--- src/rtl/ppu_pkg.sv ---
// Shared PPU definitions: line geometry, pixel format helpers and the mixer state encoding.
// Used by pixel_mixer; optional sprite-behind priority is enabled with PIXEL_MIXER_PRIO_EN.
package ppu_pkg;

    localparam int LINE_PIXELS = 320;
    localparam int PIX_W       = 8;

    localparam logic [PIX_W-1:0] PIX_BACKDROP = 8'h00;

    typedef enum logic [1:0] {
        IDLE  = 2'd0,
        MIX   = 2'd1,
        DRAIN = 2'd2,
        DONE  = 2'd3
    } mixer_state_t;

    // Colour index 0 in the low nibble marks a transparent pixel; the palette nibble is ignored.
    function automatic logic is_opaque(input logic [PIX_W-1:0] pix);
        return (pix & 8'h0F) != 8'h00;
    endfunction

endpackage

--- src/rtl/pixel_mixer_select.sv ---
// Combinational three-layer priority select: SPR > FG > BG > backdrop.
// With PIXEL_MIXER_PRIO_EN defined, spr_behind lets an opaque FG pixel cover the sprite.
module pixel_mixer_select
    import ppu_pkg::*;
#(
    parameter int PIX_W = ppu_pkg::PIX_W
) (
    input  logic [PIX_W-1:0] bg_pix,
    input  logic [PIX_W-1:0] fg_pix,
    input  logic [PIX_W-1:0] spr_pix,
`ifdef PIXEL_MIXER_PRIO_EN
    input  logic             spr_behind,
`endif
    output logic [PIX_W-1:0] mix_pix
);

    logic spr_wins;

    always_comb begin
        mix_pix  = PIX_BACKDROP;
        spr_wins = is_opaque(spr_pix);
`ifdef PIXEL_MIXER_PRIO_EN
        if (spr_behind && is_opaque(fg_pix)) begin
            spr_wins = 1'b0;
        end
`endif
        if (spr_wins) begin
            mix_pix = spr_pix;
        end else if (is_opaque(fg_pix)) begin
            mix_pix = fg_pix;
        end else if (is_opaque(bg_pix)) begin
            mix_pix = bg_pix;
        end
    end

endmodule

--- src/rtl/pixel_mixer.sv ---
// Scanline mixer: walks the engine line buffers, selects the top opaque pixel and writes the scanline buffer.
// Optional sprite-behind priority input is present only when PIXEL_MIXER_PRIO_EN is defined.
module pixel_mixer
    import ppu_pkg::*;
#(
    parameter int LINE_PIXELS = ppu_pkg::LINE_PIXELS,
    parameter int PIX_W       = ppu_pkg::PIX_W
) (
    input  logic             clk,
    input  logic             rst_n,
    input  logic             swap,
    input  logic             bg_done,
    input  logic             fg_done,
    input  logic             spr_done,
    output logic [8:0]       pixel_addr,
    input  logic [PIX_W-1:0] bg_data,
    input  logic [PIX_W-1:0] fg_data,
    input  logic [PIX_W-1:0] spr_data,
`ifdef PIXEL_MIXER_PRIO_EN
    input  logic             spr_behind,
`endif
    output logic [8:0]       lb_addr,
    output logic [PIX_W-1:0] lb_data,
    output logic             lb_wren,
    output logic             done
);

    localparam logic [8:0] LAST_ADDR = 9'(LINE_PIXELS - 1);

    mixer_state_t     state;
    logic [8:0]       cnt;
    logic             drain_cnt;
    logic             all_done;
    logic             all_done_q;
    logic             arm;
    logic [8:0]       addr_d1;
    logic             valid_d1;
    logic [PIX_W-1:0] mixed;

    assign all_done   = bg_done & fg_done & spr_done;
    // Only a fresh rise of all_done starts a line, so a level still high after a swap is ignored.
    assign arm        = all_done & ~all_done_q;
    assign pixel_addr = cnt;

    pixel_mixer_select #(
        .PIX_W (PIX_W)
    ) u_select (
        .bg_pix     (bg_data),
        .fg_pix     (fg_data),
        .spr_pix    (spr_data),
`ifdef PIXEL_MIXER_PRIO_EN
        .spr_behind (spr_behind),
`endif
        .mix_pix    (mixed)
    );

    // Address is delayed twice (read latency + write register); a swap kills any in-flight pixel.
    always_ff @(posedge clk or negedge rst_n) begin
        if (!rst_n) begin
            state      <= IDLE;
            cnt        <= '0;
            drain_cnt  <= 1'b0;
            all_done_q <= 1'b0;
            addr_d1    <= '0;
            valid_d1   <= 1'b0;
            lb_addr    <= '0;
            lb_data    <= '0;
            lb_wren    <= 1'b0;
            done       <= 1'b0;
        end else begin
            all_done_q <= all_done;
            valid_d1   <= 1'b0;
            lb_wren    <= 1'b0;

            unique case (state)
                IDLE: begin
                    if (arm && !swap) begin
                        state <= MIX;
                        cnt   <= '0;
                    end
                end
                MIX: begin
                    if (swap) begin
                        state <= IDLE;
                    end else begin
                        valid_d1 <= 1'b1;
                        addr_d1  <= cnt;
                        if (cnt == LAST_ADDR) begin
                            state     <= DRAIN;
                            drain_cnt <= 1'b0;
                        end else begin
                            cnt <= cnt + 9'd1;
                        end
                    end
                end
                DRAIN: begin
                    if (swap) begin
                        state <= IDLE;
                    end else if (drain_cnt) begin
                        state <= DONE;
                        done  <= 1'b1;
                    end else begin
                        drain_cnt <= 1'b1;
                    end
                end
                DONE: begin
                    if (swap) begin
                        state <= IDLE;
                        done  <= 1'b0;
                    end
                end
                default: begin
                    state <= IDLE;
                    done  <= 1'b0;
                end
            endcase

            if (valid_d1 && !swap) begin
                lb_wren <= 1'b1;
                lb_addr <= addr_d1;
                lb_data <= mixed;
            end
        end
    end

endmodule

--- config.mk ---
export PLATFORM = sky130hd
export DESIGN_NAME = pixel_mixer
export DESIGN_NICKNAME = d
export VERILOG_FILES = /design/src/rtl/ppu_pkg.sv /design/src/rtl/pixel_mixer_select.sv /design/src/rtl/pixel_mixer.sv
export SDC_FILE = /design/constraint.sdc
export NUM_CORES = 1
export LEC_CHECK = 0
export CORE_ASPECT_RATIO = 1.1
export CORE_MARGIN = 5
export CORE_UTILIZATION = 30
export CTS_BUF_LIST = sky130_fd_sc_hd__clkbuf_16
export DETAILED_ROUTE_END_ITERATION = 8
export HOLD_SLACK_MARGIN = 0.08
export PLACE_DENSITY_LB_ADDON = 0.05
export RECOVER_POWER = 25
export SYNTH_ARGS = -nofsm -noshare
export SYNTH_HDL_FRONTEND = slang
export SYNTH_SLANG_ARGS = --single-unit
--- constraint.sdc ---
create_clock -name clk -period 2.3 [get_ports clk]
set_input_delay 0.46 -clock clk [delete_from_list [all_inputs] [get_ports clk]]
set_output_delay 0.46 -clock clk [all_outputs]
set_load 0.1 [all_outputs]
# After elaboration in Yosys (flattened, before gate mapping)
# Cells that the tools add are included.
# word_totals
latch_bits	0
output_inout_bits	28
mem_count	0
ff_bits	42
rom_bits	0
mem_bits_rw	0
inputBits	30
# op_classes
order_cmp	0
n_shift	0
n_reduce_logical	15
n_mul	0
n_eq_ne	13
addsub	1
mux	25
bitwise	5
div_mod_pow	0
# op_table
operator	n
$mux W9	3
$mux W8	3
$reduce_bool A8 Y1	3
$pmux W9 S2	1
$reduce_and A4 Y1	4
$ne A2 B2 Y1 const B	7
$mux W2	6
$add A9 B1 Y9 const B	1
$eq A9 B9 Y1 const B	1
$mux W1	9
$pmux W2 S4	1
$ne A3 B3 Y1 const B	2
$reduce_bool A2 Y1	3
$eq A2 B2 Y1 const B	2
$pmux W1 S2	2
$and A1 B1 Y1	3
$eq A2 B1 Y1 const B	1
$logic_and A1 B1 Y1	2
$logic_not A2 Y1	1
$not A1 Y1	2
$reduce_and A2 Y1	1
$logic_not A1 Y1	1

# Logic depth before layout (Yosys ltp)
# Gate-level depths: netlist of run 1.
# depth
word_depth	6
depth_mapped	7
ltp_nobuf	6

# Modules after synthesis
# Synthesis of run 1 repeated with hierarchy kept, for this count alone.
# unflattened
cells_unflattened	163
area_unflattened_um2	1929.4
# by_module_without_submodules
mod	seq_area_each_um2	n_inst	area_per_inst_um2	cells_per_inst
pixel_mixer	1051.0	1	1745.4	133
pixel_mixer_select	0.0	1	183.9	30

# Least setup slack after synthesis of run 1
# OpenSTA, ideal clock, no wires.
# synth_timing
kind	flip-flop to flip-flop
startpoint	register cnt[0], in the netlist pixel_addr[0]
endpoint	register cnt[4], in the netlist pixel_addr[4]
stages_incl_launch_ff	7
slack_ns	-0.175
required_ns	2.176
t_arrival_ns	2.351
n_path_buf	1
cell_sequence	dfrtp_1 > ha_1 > nand4_1 > o41ai_2 > buf_2 > nor3_1 > a211o_1
# synth_via
elab_chain_len	4
word_cells_on_any_way	7
# synth_lines
element	line	rtl
start, declared	pixel_mixer.sv:31	logic [8:0] cnt;
start signal, assigned	pixel_mixer.sv:92	cnt <= cnt + 9'd1;
$add A9 B1 Y9	pixel_mixer.sv:92	
$mux W9	pixel_mixer.sv:88	if (cnt == LAST_ADDR) begin
$mux W9	pixel_mixer.sv:83	if (swap) begin
$pmux W9 S2	pixel_mixer.sv:75	unique case (state)
# Parallel ways exist; a longest one is shown, timed or not. The select of a mux whose other input is x is not followed.
# A chain may end at the register's enable or synchronous reset.

# Worst setup path after layout of run 1
# layout_timing
startpoint	input fg_data[1]
endpoint	register lb_data[6]
# layout_via
elab_chain_len	3
# layout_lines
element	line	rtl
start, declared	pixel_mixer.sv:17	input logic [PIX_W-1:0] fg_data,
$reduce_bool A8 Y1	ppu_pkg.sv:19	return (pix & 8'h0F) != 8'h00;
$mux W8	pixel_mixer_select.sv:29	end else if (is_opaque(fg_pix)) begin
$mux W8	pixel_mixer_select.sv:27	if (spr_wins) begin
end signal, assigned	pixel_mixer.sv:121	lb_data <= mixed;
end, declared	pixel_mixer.sv:23	output logic [PIX_W-1:0] lb_data,
# Every way passes these cells.

==> run_results.csv, run 1 <==
group,metric,value,unit
hold_path,holdCritPathClass,"primary input to async pin",
final_layout,nNetsFinal,304,
routing,ant_nets,0,
sta,fin_skew,0.00329,ns
cts,post_cts_buffers,0,
place,port_buffers,57,
sta,fin_crit,1.84,ns
outcome,status,"finished, final reports clean",
sta,setup_viol,0,
sta,rsz0062_at_grt,"no",
sta,hold_slack,0.277,ns
cts,clkTransAtPathRegs,0.06,ns
routing,drc_errors,0,
cts,cts_root_buf,"clkbuf_16",
final_layout,final_cell_mix,"nand2_1, dfrtp_1, buf_4",
yosys,synth_warnings,0,
floorplanning,die_h,94.2,µm
yosys,syn-num-nets,242,
worst_setup_path,worstReg2RegStart,"pixel_addr[0]$_DFFE_PN0P_",
place,hpwl,3830,µm
routing,drtIter0Drc,107,
worst_setup_path,end_kind,"flop",
power,powerDensity,1100,mW/mm²
yosys,syn_area_per_cell,9.16,µm²
yosys,yosys_most_used_dff,"dfrtp_1",
sta,tightest_slew,0.890,ns
cts,cts_buffers,5,
sta,hold_viol_final,0,
final_layout,area_delta_synth_final,39.7,%
floorplanning,initial_utilization,31.0,%
worst_setup_path,crit_required,2.51,ns
worst_setup_path,crit_start,"fg_data[1]",
floorplanning,core,0.00623,mm²
final_layout,multi_input_area,808,µm²
place,gp_congestion,0.754,
global_route,grt_max_degree,19,
cts,tritoncts,"yes",
final_layout,seq_area,0.00106,mm²
global_route,grt_pass1_wl,8770,µm
floorplanning,die_area,0.00815,mm²
global_route,antenna_found_initial,0,
routing,vias,1731,
final_layout,final_common_cell,"nand2_1",
worst_setup_path,worstPathArrival,2.04,ns
sta,max_freq,545,MHz
floorplanning,die_x,86.5,µm
cts,postCtsHoldBufs,0,
cts,cts_resized,0,
yosys,synthArstFlopShare,100,%
sta,drv_slew,0,
global_route,overflow,0,
routing,dr.pass1.iters,4,
global_route,grt_pass1_vias,1753,
final_layout,drive_gt1_share,18.6,%
yosys,seq_area_frac_synth,54.4,%
floorplanning,rows,30,
sta,slew_headroom,40.7,%
worst_setup_path,worst_setup_path_start_kind,"primary input",
yosys,synth_edf_count,0,
routing,wl,5010,µm
global_route,grt_usage,13.5,%
power,total_power,2.96,mW
cts,clock_sinks,42,
final_layout,antenna_cells,0,
yosys,syn_inst,211,
routing,wire_per_inst,14.2,µm
yosys,synth-seq-cells,42,
sta,fin_crit_sh,79.8,%
sta,setup_tns,0,ns
place,placed_area,0.00254,mm²
routing,via_per_inst,4.89,
final_layout,design_area,0.00270,mm²
cts,cts_buffer_depth,2,
power,peakVddDrop,0.559,mV
yosys,ys_types,40,
worst_setup_path,path_max_fanout,5,
job,cap_viol_max_count,0,
power,leakagePower,1.30,nW
floorplanning,io_pins,58,
sta,setup_ws,0.464,ns
yosys,syn_area,0.00193,mm²
cts,clk_latency,0.28,ns
cts,h-tree-depth,2,
final_layout,fillers,655,
place,place_ws,0.171,ns
worst_setup_path,path_class,"primary input to flop",
[layout make-up]
type / instances / share of cell area [%]
Clock inverter: 3 / 1.48
Multi-Input combinational cell: 154 / 29.9
Clock buffer: 5 / 4.63
Inverter: 5 / 0.880
Tap cell: 80 / 3.71
Sequential cell: 42 / 39.1
Timing Repair Buffer: 65 / 20.3
[through the flow]
step / util [%] / std cells
finish: 43.3 / 354
floorplan: - / 211
global route: 43.3 / 354
detailed placement: 40.8 / 346
global placement: 40.8 / 346
CTS: 43.5 / 354
[critical path: stages]
cell and delay [ns]:
clkdlybuf4s50_1 0.44, or4_1 0.63, nor2_1 0.26, a221oi_1 0.11, o21ai_1 0.14
[path summary, 6_finish.rpt]
| kind | endpoint | slack [ns] | depth (start not counted) |
|---|---|---|---|
| setup / recovery | lb_data[6]$_DFFE_PN0P_ | 0.46 | 5 |
| hold / removal | lb_data[4]$_DFFE_PN0P_ | 0.28 | 1 |
| setup reg to reg | pixel_addr[4]$_DFFE_PN0P_ | 0.48 | 6 |
| hold reg to reg | lb_addr[8]$_DFFE_PN0P_ | 0.47 | 2 |
| max in group asynchronous | pixel_addr[3]$_DFFE_PN0P_ | 0.69 | 2 |
| min in group clk | lb_addr[8]$_DFFE_PN0P_ | 0.47 | 2 |
[logic make-up (layout without fill, tap and decap cells)]
family / Yosys count / after routing / share of synthesized area (%)
DFF: 42 / 42 / 54.4
AOI/OAI and AO/OA: 49 / 49 / 16.8
buffers and inverters: 15 / 78 / 3.82
adders and majority gates: 1 / 1 / 0.647
and+or+nand+nor: 104 / 104 / 24.3
[synthesized netlist by cell type, types with 4 or more instances]
library cell / instances / area, µm²
a21oi_1: 8 / 40.0
a221oi_1: 4 / 35.0
buf_2: 4 / 20.0
clkbuf_1: 5 / 18.8
dfrtp_1: 42 / 1050
nand2_1: 64 / 240
nand3_1: 6 / 30.0
nor2_1: 12 / 45.0
o21a_1: 4 / 30.0
o21ai_0: 10 / 50.1
o21ai_1: 10 / 50.1
[routing by layer]
metal / vias up / GRT usage (%) / share of wire (%) / routed length (µm)
li1: 859 / - / - / -
met1: 813 / 17.1 / 43 / 2180
met2: 51 / 22.2 / 49 / 2480
met3: 8 / 3.77 / 5.5 / 278
met4: 0 / 4.42 / 1.6 / 78
met5: - / 0 / 0 / 0
[power breakdown]
part | total (mW) | switching, mW | internal (mW)
Sequential | 0.975 | 0.102 | 0.873
Clock | 0.784 | 0.276 | 0.508
Combinational | 1.20 | 0.937 | 0.264
Total | 2.96 | 1.32 | 1.65
[registers in the layout, indices dropped and copies added (netlist names)]
| signal | cells |
|---|---|
| addr_d1 | 9 |
| all_done_q | 1 |
| done | 1 |
| drain_cnt | 1 |
| lb_addr | 9 |
| lb_data | 8 |
| lb_wren | 1 |
| pixel_addr | 9 |
| state | 2 |
| valid_d1 | 1 |
No activity file was read; power rests on OpenSTA's default activity.
==> run 2: changes to the inputs <==
==> constraint.sdc (replaced) <==
create_clock -name clk -period 1.5 [get_ports clk]
set_input_delay 0.3 -clock clk [delete_from_list [all_inputs] [get_ports clk]]
set_output_delay 0.3 -clock clk [all_outputs]
set_load 0.1 [all_outputs]
==> run 2 against run 1 <==
  * Clock-buffer cell count did not move
  * The flow now finishes with violations (setup timing)
  * Clock skew barely moved
  * Die area did not move
  * Worst hold slack improved by 0.19 ns
  * Via count rose by 6.6%
  * Largest cell class is now non-clock buffers
  * Flip-flop and latch count did not move
  * Non-clock buffer count rose by 38
  * Design area rose by 30%
  * Sequential power rose by 59%
  * Total power rose by 77%
  * Combinational power rose by 110%
  * Core utilization rose by 13 points
==> run_results.csv, run 2 (same netlist as run 1, synthesis figures left out) <==
group,metric,value,unit
outcome,status,"complete, but fails checks",
outcome,violations,"setup timing",
routing,drtIter0Drc,53,
cts,cts_root_buf,"clkbuf_16",
floorplanning,initial_utilization,31.0,%
final_layout,area_delta_synth_final,81.0,%
sta,hold_viol_final,0,
cts,h-tree-depth,2,
power,peakVddDrop,0.990,mV
global_route,antenna_found_initial,0,
routing,ant_nets,0,
final_layout,layout.cells.non_filler,392,
worst_setup_path,path_max_fanout,8,
sta,rsz0062_at_grt,"yes",
worst_setup_path,crit_path_cell_trace,"ha_4, nand4_1, o41ai_2, buf_4, nor2_1, a221o_1",
final_layout,fillers,567,
place,numPlacedInstances,378,
floorplanning,die_x,86.5,µm
hold_path,holdCritPathClass,"flop to flop",
sta,setup_viol,6,
final_layout,antenna_cells,0,
routing,vias,1846,
global_route,grt_max_degree,43,
cts,clock_sinks,42,
floorplanning,die_area,0.00815,mm²
routing,dr.pass1.iters,4,
worst_setup_path,crit_required,1.66,ns
final_layout,drive_gt1_share,37.2,%
worst_setup_path,crit_path_max_incr_delay,0.43,ns
routing,wire_per_inst,13.9,µm
final_layout,final_cell_mix,"nand2_1, buf_4, dfrtp_1",
worst_setup_path,timing.rr.end,"pixel_addr[2]$_DFFE_PN0P_",
hold_path,min_to,"lb_addr[6]$_DFFE_PN0P_",
sta,tightest_slew,0.587,ns
final_layout,nNetsFinal,342,
global_route,grt_pass1_wl,9220,µm
sta,slew_headroom,60.9,%
worst_setup_path,cpMaxStageDelayCell,"dfrtp_4",
hold_path,worstHoldPathCells,2,
worst_setup_path,worstPathArrival,1.74,ns
worst_setup_path,worstReg2RegStart,"pixel_addr[1]$_DFFE_PN0P_",
cts,clk_latency,0.28,ns
sta,setup_tns,-0.311,ns
place,place_ws,-0.430,ns
routing,drt-met1-wl,2430,µm
place,gp_congestion,0.851,
sta,drv_slew,0,
cts,clkTransAtPathRegs,0.06,ns
floorplanning,rows,30,
cts,cts_buffer_depth,2,
place,hpwl,4040,µm
global_route,grt_usage,14.3,%
sta,fin_crit_sh,105,%
final_layout,seq_area,0.00108,mm²
worst_setup_path,rr_worst_depth,6,
routing,dr_wl_met2,2760,µm
worst_setup_path,worst_setup_path_start_kind,"flop",
worst_setup_path,path_class,"flop to flop",
sta,fin_skew,0.00367,ns
worst_setup_path,end_kind,"flop",
sta,setup_ws,-0.0734,ns
final_layout,final_common_cell,"nand2_1",
power,total_power,5.24,mW
floorplanning,io_pins,58,
sta,fin_crit,1.57,ns
floorplanning,core,0.00623,mm²
routing,drc_errors,0,
hold_path,worstHoldStart,"addr_d1[6]$_DFFE_PN0P_",
global_route,overflow,0,
power,powerDensity,1500,mW/mm²
cts,cts_buffers,5,
floorplanning,die_h,94.2,µm
final_layout,multi_input_area,918,µm²
sta,hold_slack,0.467,ns
power,leakagePower,1.62,nW
place,port_buffers,57,
job,cap_viol_max_count,0,
sta,max_freq,636,MHz
global_route,grt_pass1_vias,1873,
routing,maxUsedRoutingLayer,"met4",
routing,route.met3.wl,219,µm
cts,tritoncts,"yes",
worst_setup_path,r2r_slack,-0.07,ns
routing,via_per_inst,4.71,
routing,wl,5460,µm
[run 2: layout make-up]
class	instances	area share (%)
Clock buffer	5	3.58
Clock inverter	3	1.14
Inverter	5	0.751
Multi-Input combinational cell	154	26.3
Sequential cell	42	30.9
Tap cell	80	2.86
Timing Repair Buffer	103	34.5
[run 2: worst max-delay path, delay by kind of cell, from the launching register on]
family                   cells  cell delay, ns
AND/OR/NAND/NOR              2            0.16
adder cells (fa/ha/maj)      1            0.13
AO/OA/AOI/OAI                2            0.51
flip-flops                   1            0.43
buffers and inverters        1            0.23
[run 2: worst max-delay path by stage]
stage	from	end	slack, ns	cells past startpoint
2_1_floorplan	pixel_addr[0]$_DFFE_PN0P_	pixel_addr[4]$_DFFE_PN0P_	-0.32	6
3_3_place_gp	fg_data[1]	lb_data[4]$_DFFE_PN0P_	-0.40	4
3_5_place_dp	fg_data[1]	lb_data[6]$_DFFE_PN0P_	-0.43	4
4_1_cts	pixel_addr[1]$_DFFE_PN0P_	pixel_addr[3]$_DFFE_PN0P_	-0.09	6
5_1_grt	pixel_addr[1]$_DFFE_PN0P_	pixel_addr[2]$_DFFE_PN0P_	-0.17	6
6_report	pixel_addr[1]$_DFFE_PN0P_	pixel_addr[2]$_DFFE_PN0P_	-0.07	6
[run 2: metal layers]
layer / global-route usage, % / vias up
met4: 3.51 / 0
met3: 3.16 / 6
met1: 18.8 / 864
li1: - / 936
met2: 23.8 / 40
met5: 0 / -
[run 2: what timing repair did]
action,in CTS,in global routing
gates resized for setup,19,13
hold endpoints to repair,42,0
endpoints found under the setup margin,16,19
pin swaps,10,4
buffers inserted,2,3
hold buffers,1,0
[run 2: report_power, final]
group          total [mW]  internal (mW)  leakage, nW  switching (mW)
combinational        2.48          0.923        0.996            1.56
clock                1.20          0.778       0.0836           0.426
sequential           1.55           1.36        0.544           0.192
[run 2: metrics by stage]
stage / utilization [%] / cell area (µm²)
6_report: 56.1 / 3500
3_3_place_gp: 51.3 / 3200
2_1_floorplan: - / 2000
5_1_grt: 56.1 / 3500
3_5_place_dp: 51.3 / 3200
4_1_cts: 55.3 / 3450
